--- config.mk ---
export PLATFORM = sky130hd
export DESIGN_NAME = coin_vend_ctrl
export DESIGN_NICKNAME = d
export VERILOG_FILES = /design/src/rtl/coin_vend_ctrl.sv
export SDC_FILE = /design/constraint.sdc
export NUM_CORES = 1
export LEC_CHECK = 0
export CORE_MARGIN = 1.5
export CORE_UTILIZATION = 30
export CTS_CLUSTER_SIZE = 12
export DETAILED_ROUTE_END_ITERATION = 10
export SYNTH_ARGS = -nofsm -noshare
export SYNTH_HDL_FRONTEND = slang
export SYNTH_SLANG_ARGS = --single-unit
export TNS_END_PERCENT = 100
--- constraint.sdc ---
create_clock -name clk -period 2.5 [get_ports clk]
set_clock_uncertainty 0.2 [all_clocks]
set_input_delay 0.25 -clock clk [delete_from_list [all_inputs] [get_ports clk]]
set_output_delay 0.25 -clock clk [all_outputs]
set_load 0.03 [all_outputs]
--- src/rtl/coin_vend_ctrl.sv ---
// rtl/coin_vend_ctrl.sv - coin-operated vend controller: credit, dispense pulse, change strobe.
// Optional refund input enabled by defining COIN_VEND_CANCEL_EN.
module coin_vend_ctrl #(
    parameter int PRICE       = 10,
    parameter int COIN_W      = 4,
    parameter int SUM_W       = 5,
    parameter int DISP_CYCLES = 4
) (
    input  logic              clk,
    input  logic              rst,
`ifdef COIN_VEND_CANCEL_EN
    input  logic              cancel,
`endif
    input  logic              coin_valid,
    input  logic [COIN_W-1:0] coin,
    output logic              despencer,
    output logic              change_valid,
    output logic [SUM_W-1:0]  change,
    output logic              coin_reject,
    output logic              LED_Yellow,
    output logic              LED_Green
);

    localparam int CNT_W = $clog2(DISP_CYCLES + 1);
    localparam logic [SUM_W:0] PRICE_W = (SUM_W + 1)'(PRICE);

    if ((PRICE < 1) || (DISP_CYCLES < 1) ||
        ((PRICE - 1) + (2 ** COIN_W - 1) > (2 ** SUM_W - 1))) begin : g_param_check
        $error("coin_vend_ctrl: illegal PRICE/COIN_W/SUM_W/DISP_CYCLES combination");
    end

    typedef enum logic [1:0] {
        IDLE     = 2'd0,
        COLLECT  = 2'd1,
        DISPENSE = 2'd2,
        CHANGE   = 2'd3
    } state_t;

    state_t             state_q, state_d;
    logic [SUM_W-1:0]   sum_q, sum_d;
    logic [SUM_W-1:0]   excess_q, excess_d;
    logic [CNT_W-1:0]   cnt_q, cnt_d;
    logic               coin_reject_q, coin_reject_d;

    logic               cancel_req;
    logic               offered;
    logic [SUM_W:0]     total;

`ifdef COIN_VEND_CANCEL_EN
    assign cancel_req = cancel;
`else
    assign cancel_req = 1'b0;
`endif

    assign offered = coin_valid && (coin != '0);
    // One spare bit so the price comparison never sees a wrapped sum.
    assign total   = {1'b0, sum_q} + (SUM_W + 1)'(coin);

    always_comb begin
        state_d       = state_q;
        sum_d         = sum_q;
        excess_d      = excess_q;
        cnt_d         = cnt_q;
        coin_reject_d = 1'b0;
        case (state_q)
            IDLE, COLLECT: begin
                if ((state_q == COLLECT) && cancel_req) begin
                    // Refund only the credit held before this cycle.
                    excess_d      = sum_q;
                    sum_d         = '0;
                    state_d       = CHANGE;
                    coin_reject_d = offered;
                end else if (offered) begin
                    if (total >= PRICE_W) begin
                        excess_d = SUM_W'(total - PRICE_W);
                        sum_d    = '0;
                        cnt_d    = CNT_W'(DISP_CYCLES);
                        state_d  = DISPENSE;
                    end else begin
                        sum_d   = SUM_W'(total);
                        state_d = COLLECT;
                    end
                end
            end
            DISPENSE: begin
                coin_reject_d = offered;
                if (cnt_q == CNT_W'(1)) begin
                    cnt_d   = '0;
                    state_d = (excess_q != '0) ? CHANGE : IDLE;
                end else begin
                    cnt_d = cnt_q - CNT_W'(1);
                end
            end
            CHANGE: begin
                coin_reject_d = offered;
                excess_d      = '0;
                state_d       = IDLE;
            end
            default: state_d = IDLE;
        endcase
    end

    always_ff @(posedge clk or negedge rst) begin
        if (!rst) begin
            state_q       <= IDLE;
            sum_q         <= '0;
            excess_q      <= '0;
            cnt_q         <= '0;
            coin_reject_q <= 1'b0;
        end else begin
            state_q       <= state_d;
            sum_q         <= sum_d;
            excess_q      <= excess_d;
            cnt_q         <= cnt_d;
            coin_reject_q <= coin_reject_d;
        end
    end

    assign despencer    = (state_q == DISPENSE);
    assign LED_Yellow   = (state_q == DISPENSE);
    assign LED_Green    = (state_q == IDLE);
    assign change_valid = (state_q == CHANGE);
    assign change       = (state_q == CHANGE) ? excess_q : '0;
    assign coin_reject  = coin_reject_q;

endmodule
==> run summary, run 1 <==
status = finished, final reports clean
die height = 61.5 um
worst path cell trace = clkdlybuf4s50_1, ha_1, inv_1, fa_2, nand2b_1, a21oi_2, xnor2_2, a31oi_4, a211o_1
kind of critical path = in2reg
R2R Setup Slk = 0.21 ns
Max Fclk = 0.423 GHz
num ports = 17
Post-synth ARST share = 100%
GRT Util Overall = 12.7%
Crit Path Max Fanout = 8
Synth Area per Inst = 9.77 um2
number of flops mapped to enable cells by yosys = 0
maximum vdd ir drop = 0.000325 V
final global-route overflow total = 0
Slew @ Worst Pin = 0.709 ns
Site Rows = 21
CP Capture Type = flop
Data arrival, critical path = 2.33 ns
number of DRC markers in iteration 0 = 59
HPWL Detailed = 1720 um
drt drc = 0
nets = 149
Post-Syn Nets = 120
Placer Congestion = 0.757
Worst setup SP type = primary input
required time of the critical path = 2.47 ns
Critical-path top delay cell = clkdlybuf4s50_1
Detailed Routing Iterations Pass 1 = 4
register bit total from synthesis = 16
Total Wirelength = 2130 um
initial antenna violation count = 0
most common cell in the netlist = dfrtp_1
via count = 858
cts hold-fix bufs = 0
Seq/Total Area, Yosys = 39.0%
synthesized netlist cell count = 105
Design Power = 1.62 mW
Placeable Area = 3310 um2
WL/cell = 11.9 um
worst rel slew slack = 52.6%
Initial Utilization = 31.0%
TritonCTS Buffers = 3
share of layout cells above drive strength 1 = 18.8%
vias per cell = 4.79
CTS tree = done
Unique masters post-synth = 34
final worst path period need = 2.36 ns
total leakage power = 0.612 nW
clock buffer depth = 2
clk_lat worst skew = 0.28 ns
Yosys top cell area share = 39.0%
most common library cells after synthesis = dfrtp_1 (16), nand2_1 (14), inv_1 (11)
Layout Utilization = 40.7%
Port Buffers = 16
Post-Syn Area = 1030 um2
Setup violations, final = 0
die width = 61.5 um
Synthesis Warnings = 0
RSZ-0062 raised after global routing = false
Final Max Slew Viols = 0
Period Utilization, post-route = 94.5%
Top FF cell, synth = dfrtp_1
Max Cap Viol = 0
Final ANT Viol Nets = 0
Cell Pwr Density = 1200 nW/um2
CP max stage delay = 0.49 ns
Fin. Hold Viols = 0
largest net degree at the start of global routing = 17
top post-synthesis cells by area = dfrtp_1 (39%), ha_1 (8.5%), nand2_1 (5.1%)
vias in the first global route = 790
Syn-to-layout area delta = 31.3%
first-pass GRT wire length = 3520 um
Final Non-Filler Cells = 179
Root Buffer Master = clkbuf_4
die area = 3780 um2
CTS Sinks = 16
top cell type by total area after synthesis = dfrtp_1
htree depth = 1
min-delay worst type = in2async
register clock-pin slew on the reported worst setup and hold paths = 0.09 ns
setup TNS = 0 ns
antenna cells = 0
cell count after placement = 174
==> cell usage in the layout, fill, tap and decap left out, types with 2 or more instances in the layout <==
cell and count:
nor3_1 2, dfrtp_1 16, clkbuf_4 3, o31ai_1 3, buf_4 10, o31ai_2 2
and3_1 5, nand2b_1 4, clkdlybuf4s50_1 16, mux2i_1 4, inv_1 11, nand2_1 14
ha_1 7, xnor2_1 3, o21ai_0 4, nor2_1 8
==> worst max-delay path, delay by kind of cell <==
family / cells / cell delay (ns)
compound gates: 3 / 0.68
buf+inv: 2 / 0.55
fa+ha+maj: 2 / 0.51
xor+xnor: 1 / 0.18
simple gates: 1 / 0.16
==> power by group <==
part | leakage [nW] | switching [mW] | internal (mW)
clock | 0.0210 | 0.0772 | 0.0885
sequential | 0.204 | 0.0896 | 0.364
combinational | 0.387 | 0.532 | 0.465
total | 0.612 | 0.699 | 0.917
==> per-layer routing <==
metal / part of all wire, % / up-vias / GRT usage [%]
met4: 0.66 / 0 / 3.65
met3: 5.1 / 2 / 3.15
met2: 46 / 21 / 20.8
met1: 48 / 411 / 16.8
met5: 0 / - / 0
li1: - / 424 / -
==> through the flow <==
step           setup WS, ns  instance area, um2  hold WS, ns
2_1_floorplan         0.292                1030       -0.246
3_3_place_gp         -0.162                1300        0.295
3_5_place_dp         -0.219                1300        0.295
4_1_cts              0.0883                1330        0.206
5_1_grt              0.0123                1350        0.235
6_report              0.138                1350        0.187
==> timing repair <==
item,in CTS,in global routing
gates resized for setup,0,2
buffers inserted,0,1
endpoints found under the setup margin,0,6
==> worst paths after layout <==
path / cells past startpoint / to / start
hold reg to reg: 1 / cnt_q[2] / cnt_q[2]
hold / removal: 1 / excess_q[1] / rst
max in group asynchronous: 1 / cnt_q[2] / rst
setup / recovery: 9 / cnt_q[2] / coin[0]
setup reg to reg: 8 / cnt_q[2] / sum_q[0]
min in group clk: 1 / cnt_q[2] / cnt_q[2]
==> cell type report <==
class	instances	area (um2)
clock buffer	4	36.3
sequential	16	400
multi-input combinational	76	577
fill	350	1960
timing repair buffer	26	235
tap	46	57.6
inverter	11	41.3
==> cell families after synthesis <==
group / after synthesis / synth area share [%]
AOI/OAI and AO/OA: 22 / 18.7
xor gates and xnor gates: 5 / 5.00
adders and majority gates: 8 / 10.5
buffers and inverters: 13 / 5.49
DFF: 16 / 39.0
muxes: 4 / 3.90
and+or+nand+nor: 37 / 17.4
==> flip-flops by register name (all words and copies together) (netlist names) <==
name / cells
coin_reject: 1
sum_q: 5
cnt_q: 3
state_q: 2
excess_q: 5
Note: power is estimated with default switching activity, not from simulation.
==> run 2: changes to the inputs <==
--- a/config.mk
+++ b/config.mk
@@ -12,4 +12,3 @@
 export SYNTH_ARGS = -nofsm -noshare
 export SYNTH_HDL_FRONTEND = slang
 export SYNTH_SLANG_ARGS = --single-unit
-export TNS_END_PERCENT = 100
==> results of run 2 <==
The final DEF is identical to that of run 1; final timing and power are the same.
==> run 3: changes to the inputs <==
--- a/config.mk
+++ b/config.mk
@@ -5,7 +5,6 @@
 export SDC_FILE = /design/constraint.sdc
 export NUM_CORES = 1
 export LEC_CHECK = 0
-export CORE_MARGIN = 1.5
 export CORE_UTILIZATION = 30
 export CTS_CLUSTER_SIZE = 12
 export DETAILED_ROUTE_END_ITERATION = 10
==> constraint.sdc (replaced) <==
create_clock -name clk -period 2.5 [get_ports clk]
set_clock_uncertainty 0.2 [all_clocks]
set_input_delay 0.75 -clock clk [delete_from_list [all_inputs] [get_ports clk]]
set_output_delay 0.75 -clock clk [all_outputs]
set_load 0.03 [all_outputs]
==> run 3 against run 2 <==
Register-to-register slack worse by 0.10 ns. Routed wire length up 17%. Die area is 3.2% lower. Combinational power is 19% higher. Flip-flop and latch count is the same. Worst setup slack got worse by 0.11 ns. Sequential share of layout area decreased by 3.3 points. Clock power is 5% higher. Utilization increased by 7.4 points. Final cell count rose by 4.5%. Largest power group unchanged. Highest routed layer unchanged.
==> run summary, run 3 (synthesis results as in run 1) <==
most common cell after layout, fill and taps aside = buf_4
share of layout cells above drive strength 1 = 35.7%
TritonCTS Buffers = 3
Final ANT Viol Nets = 0
Port Buffers = 16
biggest registers after layout = excess_q x5, sum_q x5, cnt_q x3
WHS Endpoint = cnt_q[2]
Placer Congestion = 0.719
final worst path period need = 2.47 ns
worst r2r path cells = 8
die area = 3660 um2
GRT Util Overall = 15.5%
Worst R2R End = excess_q[1]
clk_lat worst skew = 0.29 ns
HPWL Detailed = 1840 um
cts hold-fix bufs = 0
hold depth = 1
maximum vdd ir drop = 0.000479 V
Initial Utilization = 32.5%
kind of critical path = in2reg
Period Utilization, post-route = 98.8%
first-pass GRT wire length = 4160 um
Slew @ Worst Pin = 0.368 ns
Placeable Area = 3150 um2
antenna cells = 0
fin worst setup slack = 0.0293 ns
die height = 60.5 um
Crit Path Max Fanout = 8
clock buffer depth = 2
Max Fclk = 0.405 GHz
WL/cell = 13.4 um
Final Non-Filler Cells = 187
Cell Pwr Density = 1210 nW/um2
final instance area = 1520 um2
R2R Setup Slk = 0.11 ns
die width = 60.5 um
Detailed Routing Iterations Pass 1 = 4
Data arrival, critical path = 2.48 ns
min-delay worst type = reg2reg
Setup violations, final = 0
nets = 159
Hold Path Origin = cnt_q[2]
CTS tree = done
setup slack at placement = -0.704 ns
Worst setup SP type = primary input
via count = 883
worst rel slew slack = 75.2%
vias per cell = 4.72
htree depth = 1
required time of the critical path = 2.51 ns
drt drc = 0
Root Buffer Master = clkbuf_4
vias in the first global route = 901
Max Cap Viol = 0
Cell Area, Placed = 1390 um2
cell count after placement = 179
status = finished, final reports clean
register clock-pin slew on the reported worst setup and hold paths = 0.10 ns
Final Max Slew Viols = 0
initial antenna violation count = 0
Site Rows = 20
final global-route overflow total = 0
Syn-to-layout area delta = 47.8%
total leakage power = 0.716 nW
CP Capture Type = flop
CTS Sinks = 16
largest net degree at the start of global routing = 17
most frequent cells in the layout = buf_4 (19), dfrtp_1 (16), nand2_1 (14), inv_1 (10), dlygate4sd2_1 (9)
hold_ws = 0.327 ns
number of DRC markers in iteration 0 = 31
Reg2Reg Launch Point = sum_q[0]
Total Wirelength = 2500 um
Design Power = 1.83 mW
Fin. Hold Viols = 0
num ports = 17
## run 3: worst max-delay path by stage
| stage | start | end | slack [ns] | cells past startpoint |
|---|---|---|---|---|
| floorplan | coin[0] | cnt_q[2] | -0.06 | 8 |
| global placement | coin[0] | cnt_q[0] | -0.63 | 10 |
| detailed placement | coin[0] | excess_q[1] | -0.70 | 9 |
| CTS | coin[1] | excess_q[1] | 0.02 | 8 |
| global route | coin[0] | excess_q[1] | -0.002 | 9 |
| finish | coin[0] | excess_q[1] | 0.03 | 9 |
## run 3: metrics by stage
step	util, %	setup TNS, ns
6_report	48.1	0
5_1_grt	48.1	-0.00163
4_1_cts	46.5	0
3_5_place_dp	44.0	-9.18
3_3_place_gp	44.0	-8.31
2_1_floorplan	-	-0.0833
## run 3: power by group
| group | switching (mW) | leakage, nW | total [mW] | internal [mW] |
|---|---|---|---|---|
| registers | 0.0989 | 0.204 | 0.463 | 0.364 |
| logic | 0.619 | 0.491 | 1.19 | 0.573 |
| clock network | 0.0853 | 0.0210 | 0.174 | 0.0888 |
## run 3: routing by layer
| layer | GRT usage, % | wire [um] | vias up |
|---|---|---|---|
| met5 | 0 | 0 | - |
| met4 | 5.84 | 25 | 0 |
| met3 | 1.92 | 74 | 4 |
| met2 | 28.1 | 1280 | 20 |
| met1 | 18.9 | 1120 | 423 |
| li1 | - | - | 436 |
## run 3: area by class of cell
class	instances	area [um2]
multi-input combinational	76	691
tap	44	55.1
sequential	16	400
inverter	11	41.3
clock buffer	4	36.3
fill	315	1640
timing repair buffer	36	293
## run 3: worst max-delay path, stage by stage
cell and delay [ns]:
buf_8 0.08, ha_4 0.12, inv_2 0.04, fa_2 0.41, xor2_2 0.20, a2bb2oi_2 0.16
o21ai_2 0.11, a31oi_4 0.35, mux2i_1 0.27
## run 3: repair_timing
| item | in CTS | in global routing |
|---|---|---|
| setup endpoints to repair | 23 | 8 |
| resized for setup | 26 | 14 |
| buffers inserted | 2 | 2 |
| pin swaps | 8 | 7 |
==> edit 1 (config.mk and constraints of run 3) <==
Build with the macro `COIN_VEND_CANCEL_EN` defined.
--- a/src/rtl/coin_vend_ctrl.sv
+++ b/src/rtl/coin_vend_ctrl.sv
@@ -1,5 +1,7 @@
 // rtl/coin_vend_ctrl.sv - coin-operated vend controller: credit, dispense pulse, change strobe.
 // Optional refund input enabled by defining COIN_VEND_CANCEL_EN.
+`define COIN_VEND_CANCEL_EN
+
 module coin_vend_ctrl #(
     parameter int PRICE       = 10,
     parameter int COIN_W      = 4,
Interface: changed (added cancel); port bits go from 17 to 18. The function was not compared with the original's and may differ.
==> edit 1 against run 3 <==
  * Sequential cell count unchanged
  * The flow now finishes with violations (setup timing)
  * Area after synthesis increased by 18%
  * Total power increased by 27%
  * Hold slack got worse by 0.012 ns
  * Routed wire length increased by 21%
  * Cell area increased by 15%
  * Worst setup slack got worse by 0.085 ns
==> edit 1: results (changes against run 3) <==
Worst path max stage delay=0.54 ns (was 0.41 ns); status=finished, violations left (was finished, final reports clean); vias per std cell=5.09 (was 4.72); critical path peak fanout=5 (was 8); setup slack, reg-to-reg=0.08 ns (was 0.11 ns); clk slew on worst S/H paths=0.06 ns (was 0.10 ns); layout cells sized above 1=0.331 (was 0.357); Sum Neg Setup Slack=-0.221 ns (was 0 ns); final setup vio count=8 (was 0); mux share of post-synthesis cell area=0.0332 (was 0.0390); worst r2r dst=excess_q[0] (was excess_q[1]); XOR/XNOR share of the synthesized area=0.0363 (was 0.0500); Post-Syn Nets=150 (was 120); Tot GR Track Use=0.154 (was 0.155); final WL=3.02 mm (was 2.50 mm); worst skew pair latency=0.24 ns (was 0.29 ns); post-synthesis cell type count=43 (was 34); sequential fraction of the synthesis area=0.332 (was 0.390); Leak=0.000840 uW (was 0.000716 uW); first-pass GRT wire length=5.03 mm (was 4.16 mm); post-synthesis compound-gate area fraction=0.218 (was 0.187); P_int=1350 uW (was 1030 uW); CTS Root Cell=clkbuf_8 (was clkbuf_4); top cells by area, synth=dfrtp_1, ha_1, nand2_1, nor2_1, a21oi_1 (was dfrtp_1, ha_1, nand2_1, inv_1, mux2i_1); Final Worst Setup Slack=-0.0556 ns (was 0.0293 ns); vias in the first global route=1080 (was 901); Synth Instances=134 (was 105); Post-Synth Adder-Cell Area=0.0892 (was 0.105); RePlAce Congestion=0.864 (was 0.719); failing checks=setup timing; drt initial violations=49 (was 31); cells on worst reg2reg path=9 (was 8); H-tree level count=1 (unchanged); Final nets=193 (was 159); Placement Setup Slack=-0.884 ns (was -0.704 ns); max_slew headroom=0.753 (was 0.752); worst vdd ir=0.000540 V (was 0.000479 V); Post-DP HPWL=2.36 mm (was 1.84 mm)
## edit 1: cell types whose count changed in the layout (fill, tap and decap cells not counted), sizes merged, moves of 3 or more
cell | run 3 | this run
nand3 | 2 | 6
o21ai | 5 | 9
nand2 | 14 | 11
nor2b | 0 | 3
buf | 22 | 31
a21oi | 2 | 8
nor2 | 8 | 11
clkbuf | 6 | 3
nand3b | 0 | 3
mux2i | 4 | 1
## edit 1: metal layers
| layer | part of all wire | global-route usage | up-vias |
|---|---|---|---|
| met2 | 0.50 | 0.264 | 25 |
| li1 | - | - | 558 |
| met4 | 0.0083 | 0.0489 | 0 |
| met1 | 0.46 | 0.202 | 549 |
| met5 | 0 | 0 | - |
| met3 | 0.026 | 0.0156 | 2 |
## edit 1: power by group through the flow
stage,clock network [uW],registers [uW],logic (uW)
6_report,185,496,1640
5_1_grt,199,510,1770
4_1_cts,193,496,1580
3_5_place_dp,0,493,1510
3_3_place_gp,0,483,1480
2_1_floorplan,0,448,1010
## edit 1: stage by stage
step / area, um2 / total power [uW]
6_report: 1750 / 2320
5_1_grt: 1750 / 2480
4_1_cts: 1720 / 2270
3_5_place_dp: 1630 / 2000
3_3_place_gp: 1630 / 1960
2_1_floorplan: 1240 / 1460
## edit 1: worst max-delay path, delay by kind of cell
family / cells / cell delay, ns
AOI/OAI and AO/OA: 4 / 0.57
buffers and inverters: 2 / 0.12
muxes: 1 / 0.31
and+or+nand+nor: 1 / 0.06
adders and majority gates: 2 / 0.67
## edit 1: cells by family after synthesis
| logic type | Yosys count |
|---|---|
| simple gates | 51 |
| compound gates | 35 |
| buf+inv | 16 |
| flops | 16 |
| fa+ha+maj | 8 |
| xor+xnor | 5 |
| mux | 3 |
## edit 1: timing repair
item                                    4_1_cts  5_1_grt
pin swaps                                     4        2
endpoints found under the setup margin       22       15
gates resized for setup                      26        4
buffers inserted                              0        1
## edit 1: how the worst min path moves through the flow
| stage | to | slack (ns) | from |
|---|---|---|---|
| after detailed placement | cnt_q[2] | 0.30 | cnt_q[2] |
| after CTS | cnt_q[2] | 0.31 | cnt_q[2] |
| after global placement | cnt_q[2] | 0.28 | cnt_q[2] |
| after global routing | cnt_q[2] | 0.34 | cnt_q[2] |
| final | cnt_q[2] | 0.31 | cnt_q[2] |
| after floorplan | cnt_q[0] | 0.25 | rst |
## edit 1: cell type report
class | instances | area [um2]
multi-input cells | 102 | 848
well taps | 48 | 60.1
clock buffers | 3 | 41.3
inverters | 10 | 37.5
repair buffers | 44 | 360
flip-flops and latches | 16 | 402
fillers | 359 | 2020
==> edit 2 (config.mk and constraints of run 3) <==
Made on the original files. Add an input register stage for `coin_valid` and `coin`, cleared by the reset; this delays them by one clock.
--- a/src/rtl/coin_vend_ctrl.sv
+++ b/src/rtl/coin_vend_ctrl.sv
@@ -23,6 +23,19 @@
 
     localparam int CNT_W = $clog2(DISP_CYCLES + 1);
     localparam logic [SUM_W:0] PRICE_W = (SUM_W + 1)'(PRICE);
+
+    logic coin_valid_q;
+    logic [COIN_W-1:0] coin_q;
+
+    always_ff @(posedge clk or negedge rst) begin
+        if (!rst) begin
+            coin_valid_q <= '0;
+            coin_q       <= '0;
+        end else begin
+            coin_valid_q <= coin_valid;
+            coin_q       <= coin;
+        end
+    end
 
     if ((PRICE < 1) || (DISP_CYCLES < 1) ||
         ((PRICE - 1) + (2 ** COIN_W - 1) > (2 ** SUM_W - 1))) begin : g_param_check
@@ -52,9 +65,9 @@
     assign cancel_req = 1'b0;
 `endif
 
-    assign offered = coin_valid && (coin != '0);
+    assign offered = coin_valid_q && (coin_q != '0);
     // One spare bit so the price comparison never sees a wrapped sum.
-    assign total   = {1'b0, sum_q} + (SUM_W + 1)'(coin);
+    assign total   = {1'b0, sum_q} + (SUM_W + 1)'(coin_q);
 
     always_comb begin
         state_d       = state_q;
Formal check against the unedited RTL: not equivalent (Yosys sat finds a counterexample within 4 cycles, from zero or initial values and one cycle with rst low).
==> edit 2 against run 3 <==
  * Cell area decreased by 4.9%
  * Area after synthesis increased by 8.7%
  * Largest power group unchanged
  * Worst setup slack got worse by 0.027 ns
  * Routed wire length decreased by 11%
  * First-iteration DRC count decreased by 16%
  * Sequential cell count increased by 5
  * Total power decreased by 9.2%
  * Clock power increased by 35%
  * Sequential share of layout area increased by 10 points
  * Critical path depth unchanged
==> edit 2: results (changes against run 3) <==
drt initial violations=26 (was 31); clk slew on worst S/H paths=0.08 ns (was 0.10 ns); critical path peak fanout=9 (was 8); setup slack, reg-to-reg=0.002 ns (was 0.11 ns); Tot GR Track Use=0.124 (was 0.155); vias in the first global route=847 (was 901); Setup Fix Bufs, Post-CTS=0 (was 2); status=finished, final reports clean (unchanged); largest net degree at the start of global routing=22 (was 17); Final nets=150 (was 159); sequential fraction of the synthesis area=0.471 (was 0.390); worst vdd ir=0.000350 V (was 0.000479 V); Least-Margin Pin Slew=0.367 ns (was 0.368 ns); Placed Cells incl. Taps=175 (was 179); met3 usage=0.0109 (was 0.0192); Placement Setup Slack=-0.0173 ns (was -0.704 ns); vias per std cell=4.65 (was 4.72); post-synthesis cell type count=31 (was 34); Leak=0.000693 uW (was 0.000716 uW); Final period util=0.999 (was 0.988); Post-Syn Nets=123 (was 120); Post-DP HPWL=1.66 mm (was 1.84 mm); CTS Root Cell=clkbuf_8 (was clkbuf_4); Worst path max stage delay=0.46 ns (was 0.41 ns); met2 Usage GRT=0.203 (was 0.281); worst skew pair latency=0.27 ns (was 0.29 ns); Vias=837 (was 883); Met1 Wirelength=1.07 mm (was 1.12 mm); met2 routed WL=1.02 mm (was 1.28 mm); area of the multi-input gates=548 um2 (was 691 um2); routing usage on met1=0.150 (was 0.189); cells on worst reg2reg path=9 (was 8); CTS resizes=12 (was 26); final WL=2.22 mm (was 2.50 mm); FILL cells=344 (was 315); Synth Instances=108 (was 105)
[edit 2: cells by family (layout without fill, tap and decap cells)]
kind of cell / count (synthesis) / in the layout / share of synthesized area
adders and majority gates: 8 / 8 / 0.0965
xor gates and xnor gates: 5 / 5 / 0.0393
AOI/OAI and AO/OA: 18 / 18 / 0.126
buffers and inverters: 13 / 39 / 0.0505
and+or+nand+nor: 38 / 38 / 0.172
muxes: 5 / 5 / 0.0449
DFF: 21 / 21 / 0.471
[edit 2: cell type report]
cell class / instances / area share
multi-input cells: 74 / 0.380
flip-flops and latches: 21 / 0.364
inverters: 11 / 0.0286
well taps: 46 / 0.0399
repair buffers: 24 / 0.154
clock inverters: 1 / 0.00520
clock buffers: 3 / 0.0286
[edit 2: power by group through the flow]
stage                     logic (uW)  clock network (uW)  registers [uW]
after floorplan                  608                   0             525
after global placement           879                   0             527
after detailed placement         901                   0             534
after CTS                        880                 244             529
after global routing            1000                 258             543
final                            897                 235             528
